<file path="src/rtl/id_ctrl_pipe.sv">
`default_nettype none
// ============================================================================
// Module   : id_ctrl_pipe
// Purpose  : RV32 ID-stage decoder with the ID/EX pipeline register.
//            Decodes the instruction, detects load-use hazards and traps,
//            and registers the control bundle into EX with 1-cycle latency.
// Revision : 1.0 - initial release
// ============================================================================
module id_ctrl_pipe #(
  parameter logic EN_M   = 1'b0,
  parameter logic EN_SYS = 1'b1,
  parameter int   CNT_W  = 16
) (
  input  logic             clk,
  input  logic             rst,
  input  logic [31:0]      inst_i,
  input  logic [31:0]      pc_i,
  input  logic             id_valid_i,
  input  logic             ex_stall_i,
  input  logic             flush_i,
  output logic             id_stall_o,
  output logic             ex_valid_o,
  output logic [31:0]      ex_pc_o,
  output logic [4:0]       ex_rd_o,
  output logic [4:0]       ex_rs1_o,
  output logic [4:0]       ex_rs2_o,
  output logic [39:0]      ex_ctrl_o,
  output logic             ex_exc_o,
  output logic [3:0]       ex_cause_o,
  output logic [31:0]      ex_tval_o,
  output logic             ex_mret_o,
  output logic [CNT_W-1:0] stall_cnt_o
);

  // Decoder field encodings
  localparam logic [2:0] C_SEXT_I = 3'd1, C_SEXT_S = 3'd2, C_SEXT_B = 3'd3,
                         C_SEXT_U = 3'd4, C_SEXT_J = 3'd5, C_SEXT_Z = 3'd6;
  localparam logic [1:0] C_NPC_PC4 = 2'd0, C_NPC_BR = 2'd1, C_NPC_JAL = 2'd2, C_NPC_JALR = 2'd3;
  localparam logic [3:0] C_ALU_ADD = 4'd0, C_ALU_SUB = 4'd1, C_ALU_SLL = 4'd2, C_ALU_SLT = 4'd3,
                         C_ALU_SLTU = 4'd4, C_ALU_XOR = 4'd5, C_ALU_SRL = 4'd6, C_ALU_SRA = 4'd7,
                         C_ALU_OR = 4'd8, C_ALU_AND = 4'd9;
  localparam logic [2:0] C_WSEL_ALU = 3'd0, C_WSEL_MEM = 3'd1, C_WSEL_PC4 = 3'd2,
                         C_WSEL_IMM = 3'd3, C_WSEL_CSR = 3'd4;
  localparam logic [3:0] C_CAUSE_ILL = 4'd2, C_CAUSE_BRK = 4'd3, C_CAUSE_ECALL = 4'd11;

  typedef struct packed {
    logic [2:0] sext_op;
    logic [1:0] npc_op;
    logic       ram_we;
    logic [1:0] ram_w_op;
    logic [2:0] mem_ext_op;
    logic [3:0] alu_op;
    logic [2:0] alu_f_op;
    logic       alu_a_sel;
    logic       alu_b_sel;
    logic       rd1_en;
    logic       rd2_en;
    logic       rf_we;
    logic [2:0] rf_wsel;
    logic       is_load;
    logic       csr_we;
    logic       csr_wdata_sel;
    logic [1:0] csr_wdata_op;
    logic       mdu_en;
  } ctrl_t;

  ctrl_t       dec;
  logic        illegal, is_ecall, is_ebreak, is_mret, hazard;
  logic        dec_exc;
  logic [3:0]  dec_cause;
  logic [31:0] dec_tval;
  logic [6:0]  opcode, f7;
  logic [2:0]  f3;

  logic             ex_valid_q, ex_valid_d, ex_exc_q, ex_exc_d, ex_mret_q, ex_mret_d;
  logic [31:0]      ex_pc_q, ex_pc_d, ex_tval_q, ex_tval_d;
  logic [4:0]       ex_rd_q, ex_rd_d, ex_rs1_q, ex_rs1_d, ex_rs2_q, ex_rs2_d;
  logic [39:0]      ex_ctrl_q, ex_ctrl_d;
  logic [3:0]       ex_cause_q, ex_cause_d;
  logic [CNT_W-1:0] stall_cnt_q, stall_cnt_d;

  assign opcode = inst_i[6:0];
  assign f3     = inst_i[14:12];
  assign f7     = inst_i[31:25];

  // Instruction decode: control bundle plus illegal/system classification
  always_comb begin
    dec       = '0;
    illegal   = 1'b0;
    is_ecall  = 1'b0;
    is_ebreak = 1'b0;
    is_mret   = 1'b0;
    case (opcode)
      7'b0110011: begin
        dec.rd1_en = 1'b1; dec.rd2_en = 1'b1; dec.rf_we = 1'b1; dec.rf_wsel = C_WSEL_ALU;
        if (f7 == 7'b0000001) begin
          if (EN_M) begin dec.mdu_en = 1'b1; dec.alu_op = {1'b0, f3}; end
          else illegal = 1'b1;
        end else if (f7 == 7'b0000000) begin
          case (f3)
            3'b000: dec.alu_op = C_ALU_ADD;  3'b001: dec.alu_op = C_ALU_SLL;
            3'b010: dec.alu_op = C_ALU_SLT;  3'b011: dec.alu_op = C_ALU_SLTU;
            3'b100: dec.alu_op = C_ALU_XOR;  3'b101: dec.alu_op = C_ALU_SRL;
            3'b110: dec.alu_op = C_ALU_OR;   default: dec.alu_op = C_ALU_AND;
          endcase
        end else if (f7 == 7'b0100000) begin
          if (f3 == 3'b000)      dec.alu_op = C_ALU_SUB;
          else if (f3 == 3'b101) dec.alu_op = C_ALU_SRA;
          else                   illegal = 1'b1;
        end else illegal = 1'b1;
      end
      7'b0010011: begin
        dec.sext_op = C_SEXT_I; dec.alu_b_sel = 1'b1; dec.rd1_en = 1'b1; dec.rf_we = 1'b1;
        case (f3)
          3'b000: dec.alu_op = C_ALU_ADD;  3'b010: dec.alu_op = C_ALU_SLT;
          3'b011: dec.alu_op = C_ALU_SLTU; 3'b100: dec.alu_op = C_ALU_XOR;
          3'b110: dec.alu_op = C_ALU_OR;   3'b111: dec.alu_op = C_ALU_AND;
          3'b001: begin
            dec.alu_op = C_ALU_SLL;
            if (f7 != 7'b0000000) illegal = 1'b1;
          end
          default: begin
            if (f7 == 7'b0000000)      dec.alu_op = C_ALU_SRL;
            else if (f7 == 7'b0100000) dec.alu_op = C_ALU_SRA;
            else                       illegal = 1'b1;
          end
        endcase
      end
      7'b0000011: begin
        dec.sext_op = C_SEXT_I; dec.alu_b_sel = 1'b1; dec.rd1_en = 1'b1; dec.rf_we = 1'b1;
        dec.rf_wsel = C_WSEL_MEM; dec.is_load = 1'b1;
        case (f3)
          3'b000: dec.mem_ext_op = 3'd0; 3'b001: dec.mem_ext_op = 3'd1;
          3'b010: dec.mem_ext_op = 3'd2; 3'b100: dec.mem_ext_op = 3'd3;
          3'b101: dec.mem_ext_op = 3'd4; default: illegal = 1'b1;
        endcase
      end
      7'b0100011: begin
        dec.sext_op = C_SEXT_S; dec.alu_b_sel = 1'b1; dec.rd1_en = 1'b1; dec.rd2_en = 1'b1;
        dec.ram_we = 1'b1; dec.ram_w_op = f3[1:0];
        if (f3[2] || f3[1:0] == 2'b11) illegal = 1'b1;
      end
      7'b1100011: begin
        dec.sext_op = C_SEXT_B; dec.npc_op = C_NPC_BR; dec.rd1_en = 1'b1; dec.rd2_en = 1'b1;
        dec.alu_op = C_ALU_SUB;
        case (f3)
          3'b000: dec.alu_f_op = 3'd0; 3'b001: dec.alu_f_op = 3'd1;
          3'b100: dec.alu_f_op = 3'd2; 3'b101: dec.alu_f_op = 3'd3;
          3'b110: dec.alu_f_op = 3'd4; 3'b111: dec.alu_f_op = 3'd5;
          default: illegal = 1'b1;
        endcase
      end
      7'b1101111: begin
        dec.sext_op = C_SEXT_J; dec.npc_op = C_NPC_JAL; dec.rf_we = 1'b1; dec.rf_wsel = C_WSEL_PC4;
      end
      7'b1100111: begin
        dec.sext_op = C_SEXT_I; dec.npc_op = C_NPC_JALR; dec.rd1_en = 1'b1; dec.alu_b_sel = 1'b1;
        dec.rf_we = 1'b1; dec.rf_wsel = C_WSEL_PC4;
        if (f3 != 3'b000) illegal = 1'b1;
      end
      7'b0110111: begin
        dec.sext_op = C_SEXT_U; dec.rf_we = 1'b1; dec.rf_wsel = C_WSEL_IMM;
      end
      7'b0010111: begin
        dec.sext_op = C_SEXT_U; dec.alu_a_sel = 1'b1; dec.alu_b_sel = 1'b1; dec.rf_we = 1'b1;
      end
      7'b1110011: begin
        if (f3 == 3'b000) begin
          if (!EN_SYS)                        illegal   = 1'b1;
          else if (inst_i[31:20] == 12'h000)  is_ecall  = 1'b1;
          else if (inst_i[31:20] == 12'h001)  is_ebreak = 1'b1;
          else if (inst_i[31:20] == 12'h302)  is_mret   = 1'b1;
          else                                illegal   = 1'b1;
        end else if (f3 == 3'b100) begin
          illegal = 1'b1;
        end else begin
          dec.rf_we = 1'b1; dec.rf_wsel = C_WSEL_CSR; dec.csr_we = 1'b1;
          dec.csr_wdata_op = f3[1:0];
          if (f3[2]) begin dec.csr_wdata_sel = 1'b1; dec.sext_op = C_SEXT_Z; end
          else       dec.rd1_en = 1'b1;
        end
      end
      default: illegal = 1'b1;
    endcase
    if (inst_i[11:7] == 5'd0) dec.rf_we = 1'b0;
    // Illegal ops keep their operand enables so the hazard check still sees them
    if (illegal) begin
      dec.rf_we = 1'b0; dec.ram_we = 1'b0; dec.csr_we = 1'b0; dec.mdu_en = 1'b0;
      dec.npc_op = C_NPC_PC4;
    end
  end

  assign dec_exc   = illegal | is_ecall | is_ebreak;
  assign dec_cause = illegal ? C_CAUSE_ILL : (is_ebreak ? C_CAUSE_BRK : (is_ecall ? C_CAUSE_ECALL : 4'd0));
  assign dec_tval  = illegal ? inst_i : 32'd0;

  assign hazard = id_valid_i & ex_valid_q & ex_ctrl_q[5] & (ex_rd_q != 5'd0) &
                  ((dec.rd1_en & (inst_i[19:15] == ex_rd_q)) |
                   (dec.rd2_en & (inst_i[24:20] == ex_rd_q)));

  assign id_stall_o = (hazard | ex_stall_i) & ~flush_i;

  // ID/EX next state: flush > hold > hazard bubble > load > bubble
  always_comb begin
    ex_valid_d = ex_valid_q; ex_pc_d  = ex_pc_q;  ex_rd_d    = ex_rd_q;
    ex_rs1_d   = ex_rs1_q;   ex_rs2_d = ex_rs2_q; ex_ctrl_d  = ex_ctrl_q;
    ex_exc_d   = ex_exc_q;   ex_cause_d = ex_cause_q; ex_tval_d = ex_tval_q;
    ex_mret_d  = ex_mret_q;
    if (flush_i || (!ex_stall_i && (hazard || !id_valid_i))) begin
      ex_valid_d = 1'b0; ex_pc_d  = '0; ex_rd_d    = '0;
      ex_rs1_d   = '0;   ex_rs2_d = '0; ex_ctrl_d  = '0;
      ex_exc_d   = 1'b0; ex_cause_d = '0; ex_tval_d = '0;
      ex_mret_d  = 1'b0;
    end else if (!ex_stall_i) begin
      ex_valid_d = 1'b1;          ex_pc_d  = pc_i;           ex_rd_d   = inst_i[11:7];
      ex_rs1_d   = inst_i[19:15]; ex_rs2_d = inst_i[24:20];  ex_ctrl_d = {8'd0, dec};
      ex_exc_d   = dec_exc;       ex_cause_d = dec_cause;    ex_tval_d = dec_tval;
      ex_mret_d  = is_mret;
    end
    stall_cnt_d = stall_cnt_q;
    if (hazard && !flush_i && (stall_cnt_q != {CNT_W{1'b1}}))
      stall_cnt_d = stall_cnt_q + {{(CNT_W-1){1'b0}}, 1'b1};
  end

  // Pipeline and counter registers with synchronous reset
  always_ff @(posedge clk) begin
    if (rst) begin
      ex_valid_q <= 1'b0; ex_pc_q  <= '0; ex_rd_q    <= '0;
      ex_rs1_q   <= '0;   ex_rs2_q <= '0; ex_ctrl_q  <= '0;
      ex_exc_q   <= 1'b0; ex_cause_q <= '0; ex_tval_q <= '0;
      ex_mret_q  <= 1'b0; stall_cnt_q <= '0;
    end else begin
      ex_valid_q <= ex_valid_d; ex_pc_q  <= ex_pc_d;  ex_rd_q    <= ex_rd_d;
      ex_rs1_q   <= ex_rs1_d;   ex_rs2_q <= ex_rs2_d; ex_ctrl_q  <= ex_ctrl_d;
      ex_exc_q   <= ex_exc_d;   ex_cause_q <= ex_cause_d; ex_tval_q <= ex_tval_d;
      ex_mret_q  <= ex_mret_d;  stall_cnt_q <= stall_cnt_d;
    end
  end

  assign ex_valid_o  = ex_valid_q;
  assign ex_pc_o     = ex_pc_q;
  assign ex_rd_o     = ex_rd_q;
  assign ex_rs1_o    = ex_rs1_q;
  assign ex_rs2_o    = ex_rs2_q;
  assign ex_ctrl_o   = ex_ctrl_q;
  assign ex_exc_o    = ex_exc_q;
  assign ex_cause_o  = ex_cause_q;
  assign ex_tval_o   = ex_tval_q;
  assign ex_mret_o   = ex_mret_q;
  assign stall_cnt_o = stall_cnt_q;

endmodule
`default_nettype wire

</file>
<file path="config.mk">
export PLATFORM = sky130hd
export DESIGN_NAME = id_ctrl_pipe
export DESIGN_NICKNAME = d
export VERILOG_FILES = /design/src/rtl/id_ctrl_pipe.sv
export SDC_FILE = /design/constraint.sdc
export NUM_CORES = 1
export LEC_CHECK = 0
export ABC_AREA = 0
export CAP_MARGIN = 40
export CORE_MARGIN = 4
export CORE_UTILIZATION = 45
export DETAILED_ROUTE_END_ITERATION = 8
export PLACE_DENSITY = 0.81
export SLEW_MARGIN = 30
export SYNTH_ARGS = -nofsm -noshare
export SYNTH_HDL_FRONTEND = slang
export SYNTH_SLANG_ARGS = --single-unit
</file>
<file path="constraint.sdc">
create_clock -name clk -period 2.55 [get_ports clk]
set_input_delay 0.3825 -clock clk [delete_from_list [all_inputs] [get_ports clk]]
set_output_delay 0.3825 -clock clk [all_outputs]
set_load 0.05 [all_outputs]
</file>
### Word level (Yosys, flattened, before mapping)

Cells that the tools add are included.

* register bits: 133
* latch bits: 0
* bits in writable memories: 0
* memory bits (read-only): 0
* input bits: 69
* logic and storage cells: 152
* memories: 0

* $add $sub $neg: 1
* multiply operators: 0
* divide/modulo/power cells: 0
* magnitude comparators: 0
* eq/ne operators: 25
* shifts and indexed selects: 0
* mux-type cells: 75
* bitwise gates (word level): 12
* reductions and logical operators: 28

Operators with widths (number)
* $pmux W4 S7: 2
* $mux W1: 40
* $mux W4: 10
* $mux W3: 12
* $mux W32: 1
* $eq A7 B6 Y1 const B: 4
* $eq A7 B7 Y1 const B: 4
* $pmux W3 S4: 2
* $pmux W3 S6: 1
* $reduce_or A6 Y1: 3
* $add A16 B1 Y16 const B: 1
* $ne A16 B16 Y1 const B: 1
* $pmux W3 S5: 1
* $eq A7 B5 Y1 const B: 2
* $eq A12 B1 Y1 const B: 1
* $eq A12 B10 Y1 const B: 1
* $eq A3 B3 Y1 const B: 4
* $logic_not A12 Y1: 1
* $pmux W4 S3: 1
* $eq A5 B5 Y1: 2
* $reduce_or A5 Y1: 2
* $reduce_or A3 Y1: 3
* $pmux W1 S8: 1
* $and A1 B1 Y1: 7
* 20 further kinds: 34

### Logic depth before layout (Yosys ltp)

Gate-level depths: netlist of the first run.

* word-level depth: 11
* depth in mapped cells: 10

### Least setup slack after synthesis of the first run

OpenSTA, ideal clock, no wires.

* kind: register to output
* from: register ex_rd_q[2] (netlist: ex_rd_o[2])
* to: output port id_stall_o
* data arrival time: 2549 ps
* setup slack: -382 ps
* stages on the path, launching flop included: 8
* path buffers: 2
* cell sequence: dfxtp_1 -> or4_1 -> o211ai_2 -> nor4_1 -> o21ai_1 -> buf_2 -> buf_2 -> a21oi_1

* cells in the longest elaborated chain, start to end: 6

RTL lines
* start: declaration: RTL line 77 `logic [4:0] ex_rd_q, ex_rd_d, ex_rs1_q, ex_rs1_d, ex_rs2_q, ex_rs2_d;`
* start signal: assignment: RTL line 233 `ex_valid_q <= ex_valid_d; ex_pc_q <= ex_pc_d; ex_rd_q <= ex_rd_d;`
* $eq A5 B5 Y1 (on tied branches): RTL line 198, 199
* $and A1 B1 Y1 (on tied branches): RTL line 198, 199
* $or A1 B1 Y1: RTL line 198 `((dec.rd1_en & (inst_i[19:15] == ex_rd_q)) |`
* $and A1 B1 Y1 (*): RTL line 197 `assign hazard = id_valid_i & ex_valid_q & ex_ctrl_q[5] & (ex_rd_q != 5'd0) &`
* $or A1 B1 Y1 (*): RTL line 201 `assign id_stall_o = (hazard | ex_stall_i) & ~flush_i;`
* $and A1 B1 Y1 (*): RTL line 201
* end: declaration: RTL line 21 `output logic id_stall_o,`

Every way passes the cells marked *; elsewhere a longest branch is shown, timed or not.

### Worst setup path in the final report of the first run

* from: input port inst_i[6]
* to: output port id_stall_o

* cells in the longest elaborated chain, start to end: 8

RTL lines
* start: declaration: RTL line 16 `input logic [31:0] inst_i,`
* $eq A7 B7 Y1 (tied with other cells): RTL line 93 `case (opcode)`
* $reduce_or A6 Y1 (no source line) or $reduce_or A3 Y1 (tied branches)
* $pmux W1 S2 or $mux W1 (tied branches): RTL line 93
* $and A1 B1 Y1 (on tied branches): RTL line 198, 199
* $or A1 B1 Y1 (*): RTL line 198
* $and A1 B1 Y1 (*): RTL line 197
* $or A1 B1 Y1 (*): RTL line 201
* $and A1 B1 Y1 (*): RTL line 201

Marked as above.

==> metrics.md, run 1 <==
| Metric | Value |
|---|---|
| Clock root buffer | `clkbuf_16` |
| Max cap viols | `0` |
| Post-synthesis xor/xnor area fraction | `0.0180` |
| Setup crit start kind | `primary input` |
| Max VDD drop | `0.546 mV` |
| Setup TNS | `-16.1 ps` |
| Period utilization | `1.01` |
| Slew margin rel. | `0.583` |
| Number of DRC markers in iteration 0 | `between 400 and 500` |
| Post-route DRC violation count | `0` |
| Req. time, crit path | `2170 ps` |
| R2r setup slk | `roughly 110 ps` |
| Leading cell type in the layout, fill and taps excluded | `clkdlybuf4s50_1` |
| Max Slew Vio Count | `0` |
| HPWL after DPL | `approximately 14000 um` |
| Unique masters post-synth | `between 50 and 60` |
| Vias in the first global route | `5889` |
| Final setup vio count | `1` |
| DR vias/cell | `roughly 5.4` |
| I/O pins | `between 200 and 250` |
| Die W | `roughly 120 um` |
| Antenna diodes | `0` |
| Avg WL per Cell | `approximately 17 um` |
| Crit path capture type | `output port` |
| Hold crit path type | `primary input to register` |
| # rows | `41` |
| Fin worst setup slack | `-16.1 ps` |
| Synth Area in Adders | `0.00215` |
| Post-synth EDFFs | `0` |
| Reg clk slew, reported paths | `around 60 ps` |
| Sequential cell area fraction in the yosys report | `0.453` |
| Crit path max fanout | `10` |
| Placed Area | `between 0.008 and 0.009 mm^2` |
| Area growth syn-to-layout | `53.9%` |
| CTS tree | `yes` |
| GRT Util Overall | `0.256` |
| Min-Delay Path Depth | `3` |
| Total gr overflow | `0` |
| Min Hold Slack | `339 ps` |
| Clock buffer depth | `2` |
| Crit path DAT | `between 2000 and 2500 ps` |
| Die Y | `around 120 um` |
| DR pass1 iterations | `5` |
| RSZ-0062 raised after global routing | `true` |
| Most frequent cells in the layout | `195 x clkdlybuf4s50_1, 128 x dfxtp_1, 91 x nor2_1` |
| Insertion delay to the later sink of the worst-skew pair | `between 400 and 500 ps` |
| Simple-gate portion of the synthesized area | `0.246` |
| H-tree levels | `4` |
| Proportion of synthesized area in mux cells | `0.0897` |
| Violated checks | `negative setup slack` |
| Main combinational cell family by area after synthesis | `simple AND/OR/NAND/NOR gates` |
| Placed cells | `around 1100` |
| GP Congestion | `~0.9` |
| I/O Buffers | `approximately 200` |
| Design Area, Final | `between 0.008 and 0.009 mm^2` |
| Critical path type | `primary input to output port` |
| Synth Cell Area | `0.00583 mm^2` |
| Largest net degree at the start of global routing | `80` |
| Hold Crit Endpoint | `ex_ctrl_o[17]` |
| Avg Synthesized Cell Area | `8.41 um^2` |
| Non-filler instance count after layout | `approximately 1100` |
| Worst reg2reg path depth | `7` |
| Syn Inst Count | `about 690` |
| CTS sink cnt | `~130` |
| Async S/R FF share, synth | `0` |
| Hold buffers post-CTS | `0` |
| Pwr per Cell Area | `approximately 570 mW/mm^2` |
| Post-layout util | `0.708` |
| Reg-to-Reg Start | `ex_rd_o[2]` |
| Initial antenna violation count | `0` |
| Core Region | `0.0127 mm^2` |
| Share of layout cells above drive strength 1 | `0.134` |
| Inserted Clock Buffers | `17` |
| Synth Flop Type | `dfxtp_1` |
| Leakage | `around 3.3 nW` |
| Final Hold Fails | `0` |
| Antenna Nets Post-Route | `0` |
| Outcome | `finished, violations left` |
| Nets | `1000` |
| Worst slew pin tran | `623 ps` |
| Synth warnings | `0` |
| Global-route wire length before repair | `~30000 um` |
| Min cycle time layout | `between 2000 and 3000 ps` |
| Initial core utilization | `0.460` |
| Max Fclk | `around 390 MHz` |
| Setup Skew | `8.46 ps` |
| Flops & latches, synth | `roughly 130` |
| Routed Wire Length | `19200 um` |
| Die Area | `0.0148 mm^2` |
| RR Endpoint | `ex_tval_o[10]` |
| Compound-gate portion of the synthesized area | `0.133` |
| Hold path start | `ex_stall_i` |
| Vias | `6000` |
==> cells by family (layout without fill, tap and decap cells) <==
kind of cell | Yosys count | in the layout
DFF | 132 | 132
buffers and inverters | 67 | 308
adders and majority gates | 1 | 1
and+or+nand+nor | 296 | 296
AOI/OAI and AO/OA | 132 | 132
muxes | 52 | 52
xor gates and xnor gates | 12 | 12
other | 1 | 10
==> critical path: stages <==
cell	delay [ps]
clkdlybuf4s50_1	450
buf_4	190
nand2_1	90
nand4_1	150
nor4_4	390
o21ai_2	100
buf_6	130
a21oi_4	110
buf_6	170
==> sequential cells by signal (all words and copies together) (netlist names) <==
| register | flops |
|---|---|
| ex_pc_o | 32 |
| ex_tval_o | 32 |
| ex_ctrl_o | 31 |
| stall_cnt_o | 16 |
| ex_rd_o | 5 |
| ex_rs1_o | 5 |
| ex_rs2_o | 5 |
| ex_cause_o | 3 |
| ex_exc_o | 1 |
| ex_mret_o | 1 |
| ex_valid_o | 1 |
==> per-layer routing <==
layer  up-vias  GRT usage  share of wire
met4         0     0.0875          0.020
met1      2829      0.304           0.41
met5         -          0              0
met3        33      0.107          0.097
met2       247      0.417           0.48
li1       2891          -              -
==> metrics by stage <==
step	setup WS (ps)	total power [mW]
after detailed placement	-330	2.87
after global placement	-347	2.87
after CTS	-17.1	5.17
after floorplan	57.2	2.57
final	-16.1	5.15
after global routing	-52.9	5.32
==> timing repair <==
item | 4_1_cts | 5_1_grt
gates resized for setup | 13 | 5
endpoints found under the setup margin | 1 | 1
setup buffers | 2 | 0
pin swaps | 7 | 2
==> layout make-up <==
cell class	count	area, um^2
clock buffers	17	425
flip-flops and latches	132	2650
repair buffers	270	2550
multi-input cells	503	2970
well taps	172	215
inverters	6	22.5
fillers	1030	3700
clock inverters	15	134
==> report_power, final <==
group,internal [mW],leakage (nW),switching (mW)
combinational,0.297,1.96,0.428
clock,1.34,0.270,0.964
sequential,2.10,1.07,0.0216
total,3.74,3.30,1.41
==> synth_stat cells (all sizes together), types with 3 or more instances <==
master	instances	area share
or4	8	0.010
inv	6	0.0039
nor2b	8	0.0086
o211ai	5	0.0073
nand4	11	0.012
o21ai	49	0.042
a21oi	44	0.038
nor4	9	0.011
nand2b	13	0.014
nor2	92	0.059
o31ai	4	0.0052
nand3	50	0.043
xnor2	11	0.017
mux2i	50	0.086
a31oi	4	0.0043
nor3	14	0.012
or2	4	0.0043
dfxtp	132	0.45
a211oi	3	0.0039
nand2	62	0.040
a22oi	6	0.0077
buf	23	0.029
a311oi	3	0.0056
clkbuf	38	0.024
or3	11	0.012
==> how the worst max path moves through the flow <==
stage,depth (start not counted),to,start
after global placement,8,stall_cnt_o[5],inst_i[3]
after floorplan,7,id_stall_o,ex_rd_o[1]
after global routing,7,id_stall_o,ex_rd_o[2]
final,9,id_stall_o,inst_i[6]
after CTS,7,id_stall_o,ex_rd_o[2]
after detailed placement,8,stall_cnt_o[5],inst_i[3]
Power figures use the tool's default switching activity.
==> run 2: changes to the inputs <==
--- a/config.mk
+++ b/config.mk
@@ -11,7 +11,7 @@
 export CORE_UTILIZATION = 45
 export DETAILED_ROUTE_END_ITERATION = 8
 export PLACE_DENSITY = 0.81
-export SLEW_MARGIN = 30
+export SLEW_MARGIN = 40
 export SYNTH_ARGS = -nofsm -noshare
 export SYNTH_HDL_FRONTEND = slang
 export SYNTH_SLANG_ARGS = --single-unit
==> results of run 2 <==
No change in the layout: final DEF, timing and power equal those of run 1.
